$ cat src/rtl/uart_ns_rx_pkg.sv
// uart_ns_rx_pkg -- shared UART definitions used by the uart_ns_rx slice.
// Holds the receive FSM state type, data/divider widths and bit-count constants.
package uart_ns_rx_pkg;

    localparam int unsigned UART_DATA_SIZE       = 8;
    localparam int unsigned UART_BAUD_DIV_SIZE   = 16;
    localparam int unsigned UART_RX_DATA_BITS    = 8;
    localparam int unsigned UART_RX_BIT_CNT_SIZE = 3;

    // Counter constant used for the "sample now" compare and the decrement.
    localparam logic [UART_BAUD_DIV_SIZE-1:0] UART_BAUD_ONE = UART_BAUD_DIV_SIZE'(1);

    // Index of the last data bit within a frame.
    localparam logic [UART_RX_BIT_CNT_SIZE-1:0] UART_RX_LAST_BIT =
        UART_RX_BIT_CNT_SIZE'(UART_RX_DATA_BITS - 1);

    // Encodings match the legacy 2-bit state register.
    typedef enum logic [1:0] {
        UART_RX_IDLE  = 2'd0,
        UART_RX_START = 2'd1,
        UART_RX_DATA  = 2'd2,
        UART_RX_STOP  = 2'd3
    } type_uart_rx_states_e;

    // True when the stop sample being taken is the final one of the frame.
    function automatic logic uart_rx_last_stop(input logic two_stop, input logic stop_cnt);
        return !two_stop || stop_cnt;
    endfunction

endpackage

$ cat src/rtl/uart_ns_rx_sync.sv
// uart_ns_rx_sync -- SYNC_STAGES-deep synchronizer for the asynchronous rx line.
// Flops reset to 1 so the idle-high line does not look like a start edge.
module uart_ns_rx_sync #(
    parameter int unsigned SYNC_STAGES = 2
) (
    input  logic clk,
    input  logic rst_n,
    input  logic d_i,
    output logic q_o
);

    logic [SYNC_STAGES-1:0] sync_q;
    logic [SYNC_STAGES-1:0] sync_d;

    // Shift the raw line into the chain.
    always_comb begin
        sync_d = {sync_q[SYNC_STAGES-2:0], d_i};
    end

    // Synchronizer flops, preset to line-idle.
    always_ff @(posedge clk or negedge rst_n) begin
        if (!rst_n) begin
            sync_q <= '1;
        end else begin
            sync_q <= sync_d;
        end
    end

    assign q_o = sync_q[SYNC_STAGES-1];

endmodule

$ cat src/rtl/uart_ns_rx.sv
// uart_ns_rx -- 8N1/8N2 UART receiver with a single-entry holding register.
// Optional macro UART_NS_RX_FRAME_ERR_EN: check stop bits, pulse frame_err_o
// and drop bytes whose stop sample is low. Undefined: stop bits are ignored.
module uart_ns_rx
    import uart_ns_rx_pkg::*;
#(
    parameter int unsigned SYNC_STAGES = 2
) (
    input  logic                          clk,
    input  logic                          rst_n,
    input  logic                          rx_pin_i,
    input  logic [UART_BAUD_DIV_SIZE-1:0] baud_div_i,
    input  logic                          two_stop_bits,
    output logic [UART_DATA_SIZE-1:0]     rx_data_o,
    output logic                          valid_o,
    input  logic                          ready_i,
    output logic                          overrun_o,
    output logic                          frame_err_o
);

    logic rx_sync;

    uart_ns_rx_sync #(
        .SYNC_STAGES (SYNC_STAGES)
    ) u_sync (
        .clk   (clk),
        .rst_n (rst_n),
        .d_i   (rx_pin_i),
        .q_o   (rx_sync)
    );

    type_uart_rx_states_e              state_q,    state_d;
    logic [UART_BAUD_DIV_SIZE-1:0]     cnt_q,      cnt_d;
    logic [UART_RX_BIT_CNT_SIZE-1:0]   bit_cnt_q,  bit_cnt_d;
    logic                              stop_cnt_q, stop_cnt_d;
    logic [UART_DATA_SIZE-1:0]         shift_q,    shift_d;
    logic [UART_DATA_SIZE-1:0]         hold_q,     hold_d;
    logic                              valid_q,    valid_d;
    logic                              overrun_q,  overrun_d;
    logic                              rx_prev_q,  rx_prev_d;
`ifdef UART_NS_RX_FRAME_ERR_EN
    logic                              stop_err_q, stop_err_d;
    logic                              frame_err_q, frame_err_d;
`endif

    logic fall;
    logic tick;
    logic byte_done;
    logic byte_bad;

    // Falling edge of the synchronized line; a line held low produces no edge.
    assign fall = rx_prev_q && !rx_sync;
    assign tick = (cnt_q == UART_BAUD_ONE);

    // Frame FSM, bit sampling and holding-register update.
    always_comb begin
        state_d    = state_q;
        cnt_d      = cnt_q;
        bit_cnt_d  = bit_cnt_q;
        stop_cnt_d = stop_cnt_q;
        shift_d    = shift_q;
        hold_d     = hold_q;
        valid_d    = valid_q;
        overrun_d  = 1'b0;
        rx_prev_d  = rx_sync;
        byte_done  = 1'b0;
        byte_bad   = 1'b0;
`ifdef UART_NS_RX_FRAME_ERR_EN
        stop_err_d  = stop_err_q;
        frame_err_d = 1'b0;
`endif

        case (state_q)
            UART_RX_IDLE: begin
                if (fall) begin
                    state_d    = UART_RX_START;
                    cnt_d      = baud_div_i >> 1;
                    bit_cnt_d  = '0;
                    stop_cnt_d = 1'b0;
`ifdef UART_NS_RX_FRAME_ERR_EN
                    stop_err_d = 1'b0;
`endif
                end
            end
            UART_RX_START: begin
                if (tick) begin
                    cnt_d   = baud_div_i;
                    state_d = rx_sync ? UART_RX_IDLE : UART_RX_DATA;
                end else begin
                    cnt_d = cnt_q - UART_BAUD_ONE;
                end
            end
            UART_RX_DATA: begin
                if (tick) begin
                    shift_d   = {rx_sync, shift_q[UART_DATA_SIZE-1:1]};
                    cnt_d     = baud_div_i;
                    bit_cnt_d = bit_cnt_q + 3'd1;
                    if (bit_cnt_q == UART_RX_LAST_BIT) begin
                        state_d = UART_RX_STOP;
                    end
                end else begin
                    cnt_d = cnt_q - UART_BAUD_ONE;
                end
            end
            UART_RX_STOP: begin
                if (tick) begin
                    cnt_d      = baud_div_i;
                    stop_cnt_d = 1'b1;
                    if (uart_rx_last_stop(two_stop_bits, stop_cnt_q)) begin
                        state_d   = UART_RX_IDLE;
                        byte_done = 1'b1;
`ifdef UART_NS_RX_FRAME_ERR_EN
                        byte_bad  = stop_err_q || !rx_sync;
`endif
                    end
`ifdef UART_NS_RX_FRAME_ERR_EN
                    else begin
                        stop_err_d = stop_err_q || !rx_sync;
                    end
`endif
                end else begin
                    cnt_d = cnt_q - UART_BAUD_ONE;
                end
            end
            default: begin
                state_d = UART_RX_IDLE;
            end
        endcase

        // A completed byte wins over a same-cycle read; drop it only if the
        // unread byte is not being consumed this cycle.
        if (byte_done && !byte_bad) begin
            if (valid_q && !ready_i) begin
                overrun_d = 1'b1;
            end else begin
                hold_d  = shift_q;
                valid_d = 1'b1;
            end
        end else if (valid_q && ready_i) begin
            valid_d = 1'b0;
        end

`ifdef UART_NS_RX_FRAME_ERR_EN
        frame_err_d = byte_done && byte_bad;
`endif
    end

    // State registers; reset abandons any frame in progress.
    always_ff @(posedge clk or negedge rst_n) begin
        if (!rst_n) begin
            state_q    <= UART_RX_IDLE;
            cnt_q      <= '0;
            bit_cnt_q  <= '0;
            stop_cnt_q <= 1'b0;
            shift_q    <= '0;
            hold_q     <= '0;
            valid_q    <= 1'b0;
            overrun_q  <= 1'b0;
            rx_prev_q  <= 1'b1;
        end else begin
            state_q    <= state_d;
            cnt_q      <= cnt_d;
            bit_cnt_q  <= bit_cnt_d;
            stop_cnt_q <= stop_cnt_d;
            shift_q    <= shift_d;
            hold_q     <= hold_d;
            valid_q    <= valid_d;
            overrun_q  <= overrun_d;
            rx_prev_q  <= rx_prev_d;
        end
    end

`ifdef UART_NS_RX_FRAME_ERR_EN
    // Stop-bit error accumulator and frame error pulse.
    always_ff @(posedge clk or negedge rst_n) begin
        if (!rst_n) begin
            stop_err_q  <= 1'b0;
            frame_err_q <= 1'b0;
        end else begin
            stop_err_q  <= stop_err_d;
            frame_err_q <= frame_err_d;
        end
    end

    assign frame_err_o = frame_err_q;
`else
    assign frame_err_o = 1'b0;
`endif

    assign rx_data_o = hold_q;
    assign valid_o   = valid_q;
    assign overrun_o = overrun_q;

endmodule

$ cat config.mk
export PLATFORM = sky130hd
export DESIGN_NAME = uart_ns_rx
export DESIGN_NICKNAME = d
export VERILOG_FILES = /design/src/rtl/uart_ns_rx_pkg.sv /design/src/rtl/uart_ns_rx_sync.sv /design/src/rtl/uart_ns_rx.sv
export SDC_FILE = /design/constraint.sdc
export NUM_CORES = 1
export LEC_CHECK = 0
export ABC_AREA = 1
export ABC_CLOCK_PERIOD_IN_PS = 1670
export BUFFER_PORTS_ARGS = -buffer_cell sky130_fd_sc_hd__buf_2
export CORE_MARGIN = 2
export CORE_UTILIZATION = 52
export DETAILED_ROUTE_END_ITERATION = 7
export PLACE_DENSITY = 0.8
export SLEW_MARGIN = 20
export SYNTH_ARGS = -nofsm -noshare
export SYNTH_HDL_FRONTEND = slang
export SYNTH_SLANG_ARGS = --single-unit
$ cat constraint.sdc
create_clock -name clk -period 1.67 [get_ports clk]
set_input_delay 0.2505 -clock clk [delete_from_list [all_inputs] [get_ports clk]]
set_output_delay 0.2505 -clock clk [all_outputs]
set_load 0.1 [all_outputs]
# ---- Word-level counts from Yosys, hierarchy flattened
# Index checks and enable logic that the tools add are counted.
dict set report word_totals {
  reg_bits 43
  latchBits 0
  ram_bits 0
  mem_bits_ro 0
  in_bits 21
  output_inout_bits 11
  elab_cells 68
  n_memories 0
}
dict set report op_classes {
  addsub 2
  multipliers 0
  div 0
  magnitude_cmp 0
  n_eq_ne 12
  shifts 0
  muxes 25
  n_bitwise 1
  reduce_logical 18
}
# op count
set op_table {}
lappend op_table {{2-to-1 mux 16 bit} 2}
lappend op_table {{one-hot mux 16 bit (2 select lines)} 1}
lappend op_table {{== test 16 x 1 -> 1 bit (second input constant)} 1}
lappend op_table {{subtractor 16 x 1 -> 16 bit (second input constant)} 1}
lappend op_table {{2-to-1 mux 2 bit} 7}
lappend op_table {{!= test 2 bit (second input constant)} 7}
lappend op_table {{2-to-1 mux 1 bit} 10}
lappend op_table {{one-hot mux 2 bit (4 select lines)} 1}
lappend op_table {{2-to-1 mux 3 bit} 2}
lappend op_table {{one-hot mux 3 bit (2 select lines)} 1}
lappend op_table {{AND reduction 2 bit} 3}
lappend op_table {{AND reduction 3 bit} 2}
lappend op_table {{AND reduction 6 bit} 1}
lappend op_table {{nonzero test 2 bit} 3}
lappend op_table {{== test 2 bit (second input constant)} 2}
lappend op_table {{adder 3 x 1 -> 3 bit (second input constant)} 1}
lappend op_table {{== test 3 bit (second input constant)} 1}
lappend op_table {{logical AND 1 bit} 3}
lappend op_table {{zero test 1 bit} 3}
lappend op_table {{OR reduction 3 bit} 1}
lappend op_table {{== test 2 x 1 -> 1 bit (second input constant)} 1}
lappend op_table {{zero test 2 bit} 1}
lappend op_table {{one-hot mux 1 bit (2 select lines)} 1}
lappend op_table {{logical OR 1 bit} 1}
lappend op_table {{NOT 1 bit} 1}

# ---- Depth between registers and ports, before layout
dict set report depth {
  depth_word 7
  mapped_depth 12
  depth_no_buf 12
}

# ---- Cells and area by module
# A second synthesis with hierarchy kept.
dict set report unflattened {
  cells_unflattened 341
  hier_area_um2 2548.7
}
# module n_inst cells_per_inst area_per_inst_um2 seq_area_each_um2
set modules_own_cells {}
lappend modules_own_cells {uart_ns_rx 1 339 2496.1 1027.2}
lappend modules_own_cells {uart_ns_rx_sync 1 2 52.6 52.6}

# ---- Least setup slack after synthesis
# Ideal clock, no wire load.
dict set report synth_path {
  path_kind {reg2reg}
  start {register valid_q (netlist: valid_o)}
  end {register hold_q[5] (netlist: rx_data_o[5])}
  setup_ps 74
  arrival_ps 1646
  required_time_ps 1596
  slack_ps -50
  stages_incl_launch_ff 8
  cell_sequence {dfrtp_1 -> inv_1 -> nor2_1 -> inv_1 -> nand2_1 -> buf_4 -> nand2_1 -> o21ai_2}
}
dict set report synth_between {
  elab_chain_len 3
}
# element line
set synth_rtl {}
lappend synth_rtl {{from (decl)} uart_ns_rx.sv:38} ;# logic valid_q, valid_d;
lappend synth_rtl {{from (signal assigned)} uart_ns_rx.sv:167} ;# valid_q <= valid_d;
lappend synth_rtl {{logical AND 1 bit} uart_ns_rx.sv:133} ;# if (valid_q && !ready_i) begin
lappend synth_rtl {{NOT 1 bit (no source line)} -}
lappend synth_rtl {{AND reduction 2 bit (no source line)} -}
lappend synth_rtl {{to (signal assigned)} uart_ns_rx.sv:166} ;# hold_q <= hold_d;
lappend synth_rtl {{to (decl)} uart_ns_rx.sv:37} ;# logic [UART_DATA_SIZE-1:0] hold_q, hold_d;
# No other way between the ends.
# A chain may end at the register's enable or synchronous reset.

# ---- Worst setup path in the final report
dict set report layout_path {
  start {register cnt_q[1]}
  end {register overrun_q (netlist: overrun_o)}
}
dict set report layout_between {
  elab_chain_len 4
}
# element line
set layout_rtl {}
lappend layout_rtl {{from (decl)} uart_ns_rx.sv:33} ;# logic [UART_BAUD_DIV_SIZE-1:0] cnt_q, cnt_d;
lappend layout_rtl {{from (signal assigned)} uart_ns_rx.sv:162} ;# cnt_q <= cnt_d;
lappend layout_rtl {{== test 16 x 1 -> 1 bit} uart_ns_rx.sv:53} ;# assign tick = (cnt_q == UART_BAUD_ONE);
lappend layout_rtl {{2-to-1 mux 1 bit} uart_ns_rx.sv:106} ;# if (tick) begin
lappend layout_rtl {{2-to-1 mux 1 bit} uart_ns_rx.sv:73} ;# case (state_q)
lappend layout_rtl {{2-to-1 mux 1 bit} uart_ns_rx.sv:132} ;# if (byte_done && !byte_bad) begin
lappend layout_rtl {{named net overrun_d} uart_ns_rx.sv:39} ;# logic overrun_q, overrun_d;
lappend layout_rtl {{to (signal assigned)} uart_ns_rx.sv:168} ;# overrun_q <= overrun_d;
lappend layout_rtl {{to (decl)} uart_ns_rx.sv:39}
# The timed path passes the listed nets, and every way through them passes these cells.

==> results.json <==
{
  "dp_hpwl_mm": 4.369,
  "path_clk_slew_ns": 0.09,
  "p_per_area_nw_per_um2": 638.5,
  "cap_viol_max_count": 0,
  "status": "finished with violations",
  "grt.total_usage_pct": 24.14,
  "syn_to_final_growth_pct": 23.93,
  "gp_congestion": 0.9472,
  "layout-drive-gt1-share_pct": 28.57,
  "core_area_sq_um": 4661,
  "cts_max_level": 2,
  "die_area_sq_um": 5355,
  "worst_slack_ns": -0.02044,
  "ys_seq_area_share_pct": 43.39,
  "yosys_most_used_dff": "dfrtp_1",
  "cts.sinks": 43,
  "post_drt_wl_per_cell_um": 13.60,
  "violations": "setup timing",
  "routed_wl_mm": 6.163,
  "grt_overflow_total": 0,
  "num_vias": 2404,
  "initial_utilization_pct": 53.40,
  "fp.dieH_um": 73.18,
  "numPortBuffers": 30,
  "grt_max_degree": 26,
  "cts_root_buf": "clkbuf_8",
  "cts_tree": "yes",
  "synth_cell_types": 27,
  "die_w_um": 73.18,
  "critPathLaunchType": "flip-flop",
  "dr.first_iter.drc_count": 184,
  "synth_area_sq_um": 2489,
  "cp_data_arrival_time_ns": 1.93,
  "pwr-share-clk_pct": 43.0,
  "ys_ff_latch": 43,
  "vias_per_cell": 5.307,
  "crit_type": "reg2reg",
  "worst_ep_required_time_ns": 1.90,
  "num_rows": 25,
  "cts_made_buffers": 5,
  "antenna_cells": 0,
  "p_leak_nw": 1.537,
  "ios": 32,
  "synth_top_cell_by_area": "dfrtp_1",
  "end_kind": "flip-flop",
  "syn_nets": 371,
  "finalCritPeriodShare_pct": 101.2,
  "clk_latency_ns": 0.30,
  "seqPwrFrac_pct": 53.3,
  "fin_cells": 453,
  "cp_max_fo": 6,
  "netSwitchingPower_uw": 446.6,
  "sw_frac_of_total_pct": 22.68,
  "synth_edf_count": 0,
  "peakVddDrop_mv": 0.6195,
  "synth_area_per_cell_sq_um": 7.193,
  "drc": 0,
  "nNetsFinal": 423,
  "syn_inst": 346,
  "final_max_slew_viol_count": 0,
  "period_needed_ns": 1.690,
  "hold_violations": 0,
  "async_reset_ff_share_pct": 100.0,
  "numPlacedInstances": 437,
  "grt_pass1_wl_mm": 9.818,
  "power_frac_comb_pct": 3.7,
  "rsz0062_at_grt": "yes",
  "p_int_mw": 1.523,
  "holdCritPathClass": "in2reg",
  "n_fill_cell": 402,
  "setup_violations": 3,
  "dr.pass1.iters": 4,
  "clock_path_buffers": 2,
  "ant_nets": 0,
  "clock.fmax_ghz": 0.5916,
  "ys_warn_count": 0,
  "antenna_found_initial": 0,
  "grt_pass1_vias": 2240,
  "yosysTopAreaCellShare_pct": 40.22,
  "fin_skew_ns": 0.004541,
  "synth_area_leaders": "dfrtp_1 (40%), nand2_1 (16%), nand3_1 (7.4%)",
  "final.setup.tns_ns": -0.03087
}
[final timing paths]
| kind | end | cells after the start | slack (ns) | startpoint |
|---|---|---|---|---|
| worst min-delay path | u_sync.sync_q[0] | 1 | 0.04 | rx_pin_i |
| max in group asynchronous | u_sync.sync_q[1] | 3 | 0.69 | rst_n |
| worst max-delay path | overrun_o | 11 | -0.02 | cnt_q[1] |
| min in group asynchronous | cnt_q[10] | 2 | 0.42 | rst_n |
| worst min register to register | u_sync.sync_q[1] | 0 | 0.36 | u_sync.sync_q[0] |
| worst max register to register | overrun_o | 11 | -0.02 | cnt_q[1] |
[final cells by class]
cell class / count / area (sq um) / area share [%]
clock buffers: 5 / 68.82 / 2.231
clock inverters: 3 / 46.29 / 1.501
inverters: 50 / 192.7 / 6.247
multi-input cells: 247 / 1282 / 41.58
flip-flops and latches: 43 / 1082 / 35.09
well taps: 54 / 67.56 / 2.191
repair buffers: 51 / 344.1 / 11.16
[cell families (layout without fill, tap and decap cells)]
| family | count (synthesis) | after routing | synth area share, % |
|---|---|---|---|
| and+or+nand+nor | 197 | 198 | 34.24 |
| buffers and inverters | 57 | 109 | 9.502 |
| other | 1 | 1 | 0.1507 |
| AOI/OAI and AO/OA | 42 | 42 | 10.01 |
| DFF | 43 | 43 | 43.39 |
| adders and majority gates | 4 | 4 | 2.011 |
| xor gates and xnor gates | 2 | 2 | 0.7040 |
[cells in the final DEF, fill, tap and decap left out, types with 3 or more instances in the layout]
cell / instances
nor2_1: 27
dfrtp_1: 38
ha_1: 3
clkbuf_8: 5
nand2_1: 97
nor2_4: 7
o22ai_1: 5
nand3_1: 35
o21ai_0: 9
o211ai_1: 4
nand2_4: 3
dfstp_2: 3
buf_6: 3
nand2_2: 13
nor2_2: 8
inv_2: 5
nor3_1: 3
buf_4: 14
o21ai_1: 4
o21ai_2: 9
inv_1: 43
buf_2: 31
a21oi_1: 11
[layer usage]
layer	vias to the layer above	part of all wire [%]	track usage [%]
met2	73	50	39.74
met4	0	2.2	8.848
li1	1199	-	-
met5	-	0	0
met1	1116	42	31.19
met3	16	5.7	5.249
[stage by stage]
stage | utilization, % | power (mW) | setup slack [ns] | area (sq um) | hold slack (ns)
2_1_floorplan | - | 1.087 | 0.1157 | 2490 | -0.04509
3_3_place_gp | 59.57 | 1.141 | 0.03910 | 2776 | 0.2222
3_5_place_dp | 59.57 | 1.142 | -0.04778 | 2776 | 0.2245
4_1_cts | 63.65 | 1.984 | -0.001173 | 2967 | 0.02704
5_1_grt | 66.17 | 2.025 | -0.1024 | 3084 | 0.01894
6_report | 66.17 | 1.969 | -0.02044 | 3084 | 0.03790
[synthesized netlist by cell type, drive strengths merged (2+ instances only)]
master and number:
a21oi 11, buf 7, dfrtp 40, dfstp 3
ha 4, inv 49, nand2 112, nand3 37
nor2 42, nor3 3, o211ai 4, o21ai 22
o22ai 5, or2 2, xor2 2
[worst max-delay path, stage by stage (launching register included)]
cell and delay (ns):
dfrtp_1 0.40, inv_2 0.09, ha_4 0.14, inv_2 0.04, nor2_4 0.10, nand2_2 0.07, nor2_4 0.13, nand2_4 0.13
nor2_1 0.16, nand2_2 0.11, buf_4 0.15, nor2_1 0.10
[flip-flops by register name, summed over array words and instances (netlist names), named ones only]
name,count
cnt_q,16
rx_data_o,8
shift_q,8
bit_cnt_q,3
u_sync.sync_q,2
overrun_o,1
rx_prev_q,1
state_q,1
stop_cnt_q,1
valid_o,1
[power groups by stage]
stage / combinational, mW / clock, mW / sequential [mW]
after detailed placement: 0.0722 / 0 / 1.07
after CTS: 0.0744 / 0.860 / 1.05
final: 0.0735 / 0.846 / 1.05
after global routing: 0.0822 / 0.892 / 1.05
after global placement: 0.0716 / 0 / 1.07
after floorplan: 0.0181 / 0 / 1.07
[what timing repair did]
item | 4_1_cts | 5_1_grt
endpoints found under the hold margin | 18 | 0
cloned | 1 | 1
buffers inserted | 5 | 0
pin swaps | 3 | 15
setup endpoints to repair | 8 | 33
gates resized for setup | 5 | 43
hold buffers | 1 | 0
Note: power is estimated with default switching activity, not from simulation.
